[src/rtl/vga_tile.sv]
// vga_tile: parametrised VGA raster timing with an 8x8 two-plane tile renderer.
// Tiles come from external name/pattern RAMs; pixels go through a writable 64x12 palette.
module vga_tile #(
  parameter int H_VIS  = 640,
  parameter int H_FP   = 16,
  parameter int H_SYNC = 96,
  parameter int H_BP   = 48,
  parameter int V_VIS  = 480,
  parameter int V_FP   = 10,
  parameter int V_SYNC = 2,
  parameter int V_BP   = 33,
  parameter bit H_POL  = 1'b0,
  parameter bit V_POL  = 1'b0,
  parameter int NA_W   = 13
) (
  input  logic            CLOCK,
  input  logic            RESET,
  output logic [NA_W-1:0] NAME_ADDR,
  input  logic [11:0]     NAME_DATA,
  output logic [10:0]     PAT_ADDR,
  input  logic [15:0]     PAT_DATA,
  input  logic            PAL_WE,
  input  logic [5:0]      PAL_ADDR,
  input  logic [11:0]     PAL_DATA,
  output logic [3:0]      VGA_R,
  output logic [3:0]      VGA_G,
  output logic [3:0]      VGA_B,
  output logic            VGA_HS,
  output logic            VGA_VS,
  output logic            DE,
  output logic            FRAME
);

  localparam int H_TOTAL = H_VIS + H_FP + H_SYNC + H_BP;
  localparam int V_TOTAL = V_VIS + V_FP + V_SYNC + V_BP;
  localparam int H_TILES = H_VIS / 8;
  localparam int HW      = $clog2(H_TOTAL);
  localparam int VW      = $clog2(V_TOTAL);

  // Raster counters
  logic [HW-1:0] hc_q, hc_d;
  logic [VW-1:0] vc_q, vc_d;
  logic          h_wrap, v_wrap;

  // Fetch decode
  logic            fetch_wrap, fetch_col, fetch_go;
  logic [VW-1:0]   fetch_line;
  logic [NA_W-1:0] fetch_col_na, name_addr_d;

  // Fetch pipeline and pixel path
  logic [NA_W-1:0] name_addr_q;
  logic [10:0]     pat_addr_q;
  logic [3:0]      fetch_pipe_q;
  logic [2:0]      fetch_row_q;
  logic [3:0]      fetch_attr_q;
  logic [15:0]     stage_pat_q;
  logic [3:0]      stage_attr_q;
  logic [7:0]      sh0_q, sh1_q;
  logic [3:0]      attr_q;
  logic            pix_load;

  // Palette and registered outputs
  logic [11:0] pal_q [64];
  logic [5:0]  pix_idx;
  logic [11:0] rgb_d, rgb_q;
  logic        hs_d, vs_d, de_d, frame_d;
  logic        hs_q, vs_q, de_q, frame_q;

  always_comb begin
    h_wrap = (hc_q == HW'(H_TOTAL - 1));
    v_wrap = (vc_q == VW'(V_TOTAL - 1));
    hc_d   = h_wrap ? '0 : hc_q + HW'(1);
    // NOTE: every combinational output gets a default first so no path leaves it unassigned (no latch).
    vc_d   = vc_q;
    if (h_wrap) vc_d = v_wrap ? '0 : vc_q + VW'(1);
  end

  // Column c is fetched at hc = 8c-8; column 0 is prefetched at the end of the previous line.
  always_comb begin
    fetch_wrap   = (hc_q == HW'(H_TOTAL - 8));
    fetch_col    = (hc_q[2:0] == 3'd0) && (hc_q < HW'(H_VIS - 8));
    fetch_line   = vc_q;
    fetch_col_na = NA_W'(hc_q >> 3) + NA_W'(1);
    if (fetch_wrap) begin
      fetch_line   = v_wrap ? '0 : vc_q + VW'(1);
      fetch_col_na = '0;
    end
    fetch_go    = (fetch_wrap || fetch_col) && (fetch_line < VW'(V_VIS));
    name_addr_d = NA_W'(fetch_line >> 3) * NA_W'(H_TILES) + fetch_col_na;
    pix_load    = h_wrap || ((hc_q[2:0] == 3'd7) && (hc_q < HW'(H_VIS - 8)));
  end

  always_ff @(posedge CLOCK or posedge RESET) begin
    if (RESET) begin
      hc_q         <= '0;
      vc_q         <= '0;
      name_addr_q  <= '0;
      pat_addr_q   <= '0;
      fetch_pipe_q <= '0;
      fetch_row_q  <= '0;
      fetch_attr_q <= '0;
      stage_pat_q  <= '0;
      stage_attr_q <= '0;
      sh0_q        <= '0;
      sh1_q        <= '0;
      attr_q       <= '0;
    end else begin
      // NOTE: sequential state uses non-blocking assignments so every register samples pre-edge values.
      hc_q         <= hc_d;
      vc_q         <= vc_d;
      fetch_pipe_q <= {fetch_pipe_q[2:0], fetch_go};
      if (fetch_go) begin
        name_addr_q <= name_addr_d;
        fetch_row_q <= fetch_line[2:0];
      end
      if (fetch_pipe_q[1]) begin
        pat_addr_q   <= {NAME_DATA[7:0], fetch_row_q};
        fetch_attr_q <= NAME_DATA[11:8];
      end
      if (fetch_pipe_q[3]) begin
        stage_pat_q  <= PAT_DATA;
        stage_attr_q <= fetch_attr_q;
      end
      if (pix_load) begin
        sh1_q  <= stage_pat_q[15:8];
        sh0_q  <= stage_pat_q[7:0];
        attr_q <= stage_attr_q;
      end else begin
        sh1_q <= {sh1_q[6:0], 1'b0};
        sh0_q <= {sh0_q[6:0], 1'b0};
      end
    end
  end

  always_ff @(posedge CLOCK or posedge RESET) begin
    if (RESET) begin
      // NOTE: the palette is a register file, so it takes the reset like any other register.
      for (int i = 0; i < 64; i++) pal_q[i] <= '0;
    end else if (PAL_WE) begin
      pal_q[PAL_ADDR] <= PAL_DATA;
    end
  end

  always_comb begin
    pix_idx = {attr_q, sh1_q[7], sh0_q[7]};
    de_d    = (hc_q < HW'(H_VIS)) && (vc_q < VW'(V_VIS));
    rgb_d   = de_d ? pal_q[pix_idx] : 12'h000;
    hs_d    = ((hc_q >= HW'(H_VIS + H_FP)) && (hc_q < HW'(H_VIS + H_FP + H_SYNC))) ? H_POL : ~H_POL;
    vs_d    = ((vc_q >= VW'(V_VIS + V_FP)) && (vc_q < VW'(V_VIS + V_FP + V_SYNC))) ? V_POL : ~V_POL;
    frame_d = (hc_q == '0) && (vc_q == '0);
  end

  always_ff @(posedge CLOCK or posedge RESET) begin
    if (RESET) begin
      rgb_q   <= '0;
      hs_q    <= ~H_POL;
      vs_q    <= ~V_POL;
      de_q    <= 1'b0;
      frame_q <= 1'b0;
    end else begin
      rgb_q   <= rgb_d;
      hs_q    <= hs_d;
      vs_q    <= vs_d;
      de_q    <= de_d;
      frame_q <= frame_d;
    end
  end

  assign NAME_ADDR = name_addr_q;
  assign PAT_ADDR  = pat_addr_q;
  assign VGA_R     = rgb_q[11:8];
  assign VGA_G     = rgb_q[7:4];
  assign VGA_B     = rgb_q[3:0];
  assign VGA_HS    = hs_q;
  assign VGA_VS    = vs_q;
  assign DE        = de_q;
  assign FRAME     = frame_q;

endmodule

[config.mk]
export PLATFORM = sky130hd
export DESIGN_NAME = vga_tile
export DESIGN_NICKNAME = d
export VERILOG_FILES = /design/src/rtl/vga_tile.sv
export SDC_FILE = /design/constraint.sdc
export NUM_CORES = 2
export LEC_CHECK = 0
export CORE_MARGIN = 2
export CORE_UTILIZATION = 45
export DETAILED_ROUTE_END_ITERATION = 6
export MAX_ROUTING_LAYER = met4
export PLACE_DENSITY_LB_ADDON = 0.25
export SYNTH_ARGS = -nofsm -noshare
export SYNTH_HDL_FRONTEND = slang
export SYNTH_SLANG_ARGS = --single-unit
export TNS_END_PERCENT = 100
[constraint.sdc]
create_clock -name CLOCK -period 40 [get_ports CLOCK]
set_clock_uncertainty 0.2 [all_clocks]
set_input_delay 10 -clock CLOCK [delete_from_list [all_inputs] [get_ports CLOCK]]
set_output_delay 10 -clock CLOCK [all_outputs]
set_load 0.01 [all_outputs]
==> results.yml <==
status:
  run_status: "completed"
logic_synthesis:
  synth_largest_area_cell: "dfrtp_1"
  syn_inst: 2597
  synth.area.top_cells: "dfrtp_1 55%, mux2_2 24%, mux4_2 13%"
  yosysUniqueCellTypes: 58
  synth.most_common_cell: "dfrtp_1"
  synth_common_cells: "877 x dfrtp_1, 838 x mux2_2, 228 x mux4_2"
  synth_warnings: 0
  synth.avg_cell_area_um2: 15.45
  syn-cell-area_mm2: 0.04013
  synth-edff-count: 0
  seq_area_frac_synth: 0.5481
  yosysTopAreaCellShare: 0.5468
  syn_nets: 2668
  synth-async-reset-ratio: 1.000
  synth_seq_cells: 879
  synthFlopType: "dfrtp_1"
sta:
  totalNegativeSetupSlack_ps: 0
  layout_min_cycle_time_ps: 12890
  relSlewSlack: 0.1307
  post-route-period-util: 0.3224
  setup_slack_ps: 27110
  rsz0062_at_grt: "no"
  worst_pin_slew_ps: 1304
  fmax_ghz: 0.07755
  drv_slew: 0
  setup_viol: 0
  finalHoldViolCount: 0
final_layout:
  fill_cells: 7207
  area_delta_synth_final_pct: 12.29
  post-route-cell-area_mm2: 0.04506
  nets: 2661
  multiInputGateArea_mm2: 0.01716
  drive_above_1_share: 0.4921
  regArea_mm2: 0.02201
worst_setup_path:
  cp_max_fo: 12
  startpoint_type: "primary input"
  cp.arrival_ps: 13220
  cp_data_required_time_ps: 40320
  endpoint_kind: "flip-flop"
  path_class: "primary input to flip-flop"
drt:
  dr.pass1.iters: 5
  drt_iter0_drc: 1463
  avgViaCountPerCell: 5.861
  wl_mm: 97.21
  drc: 0
  detail-route-antenna-nets: 0
  vias: 22467
  wire_per_inst_um: 25.36
clock_network:
  clk_path_buf_depth: 3
  worst_skew_pair.late_latency_ps: 650
  cts_hold_buf: 0
  cts-root-buf: "clkbuf_16"
  cts_resized: 0
  cts_tree: "done"
  numCtsBuffers: 92
  clock-sinks: 879
  h-tree-depth: 3
  clkTransAtPathRegs_ps: 60
  postCtsSetupBuffers: 0
floorplanning:
  die_h_um: 302.6
  die-width_um: 302.6
  initial_core_util: 0.4541
  rows: 109
  core_area_mm2: 0.08837
  dieArea_mm2: 0.09159
  io_pins: 89
power_and_ir_drop:
  leakagePower_nw: 20.55
  p_per_area_mw_per_mm2: 48.60
  vdd_ir_drop_max_v: 0.00003495
hold_path:
  hold_class: "flip-flop to flip-flop"
global_route:
  grt_pass1_vias: 24267
  track_usage: 0.2238
  grt_pass1_wl_mm: 150.9
  grt_max_degree: 169
  overflow: 0
  antenna_found_initial: 4
place:
  hpwl_mm: 59.45
  numPortBuffers: 88
  place_ws_ps: 26600
  place_congestion: 0.8447
  placed_area_mm2: 0.04197
flow_run:
  maxCapViolCount: 0
sequential cells by signal (all words and copies together) (netlist names), 3 cells and up:
register      cells
hc_q             10
fetch_attr_q      4
PAT_ADDR         11
fetch_row_q       3
NAME_ADDR        13
attr_q            4
sh0_q             8
fetch_pipe_q      4
pal_q           768
stage_attr_q      4
vc_q             10
rgb_q            12
stage_pat_q      16
sh1_q             8
kinds of logic after synthesis:
group | count (synthesis) | share of synthesized area
AO/OA/AOI/OAI | 87 | 0.01456
adder cells (fa/ha/maj) | 22 | 0.007233
buffers and inverters | 261 | 0.02535
flip-flops | 879 | 0.5481
multiplexers | 1102 | 0.3727
XOR/XNOR | 22 | 0.004801
AND/OR/NAND/NOR | 224 | 0.02725
cell type report:
cell class              count  area share
diodes                      4   0.0002221
clock buffers             130     0.05875
clock inverters            38    0.009607
inverters                  21    0.001916
multi-input cells        1457      0.3809
flip-flops and latches    879      0.4885
well taps                1165     0.03235
repair buffers            139     0.02782
power breakdown:
part           leakage [nW]  internal (mW)  total [mW]  switching (mW)
Clock                  1.53          0.513       0.871           0.357
Sequential             11.6          0.997        1.05          0.0577
Combinational          7.44          0.153       0.265           0.112
placed cells by master, fill, tap and decap left out, types with 28 or more instances in the layout:
cell and instances:
nand2_1 72, dfrtp_1 872, o21ai_0 28, clkbuf_16 94, mux2i_1 31, buf_4 47
mux2_2 838, mux4_2 228, nor2_1 50, clkdlybuf4s50_1 76
metrics by stage:
stage                     total power [mW]  cells    util  hold slack, ps
after floorplan                      1.251   2597       -           131.2
after global placement               1.317   3661  0.4750           132.1
after detailed placement             1.337   3661  0.4750           135.5
after CTS                            2.211   3829  0.5098           149.0
after global routing                 2.280   3833  0.5099           160.5
final                                2.190   3833  0.5099           148.5
worst max-delay path, stage by stage:
cell and delay, ps:
clkdlybuf4s50_1 670, nand2b_1 330, nor2_1 990, nand2_1 740
mux2_2 470
final timing paths:
path	from	end	slack [ps]	cells after the start
min in group asynchronous	RESET	pal_q[504]$_DFFE_PP0P_	9670	2
hold / removal	fetch_pipe_q[2]$_DFF_PP0_	fetch_pipe_q[3]$_DFF_PP0_	150	0
setup reg to reg	hc_q[0]$_DFF_PP0_	NAME_ADDR[12]$_DFFE_PP0P_	35200	14
setup / recovery	PAL_ADDR[2]	pal_q[447]$_DFFE_PP0P_	27110	5
hold reg to reg	fetch_pipe_q[2]$_DFF_PP0_	fetch_pipe_q[3]$_DFF_PP0_	150	0
max in group asynchronous	RESET	pal_q[111]$_DFFE_PP0P_	27440	4
per-layer routing:
metal / wire length [um] / track usage / vias up
met1: 43680 / 0.3063 / 12236
met5: 0 / - / -
met2: 46360 / 0.3477 / 536
met3: 5110 / 0.04053 / 143
met4: 2062 / 0.05735 / 0
li1: - / - / 9552
Note: power is estimated with default switching activity, not from simulation.
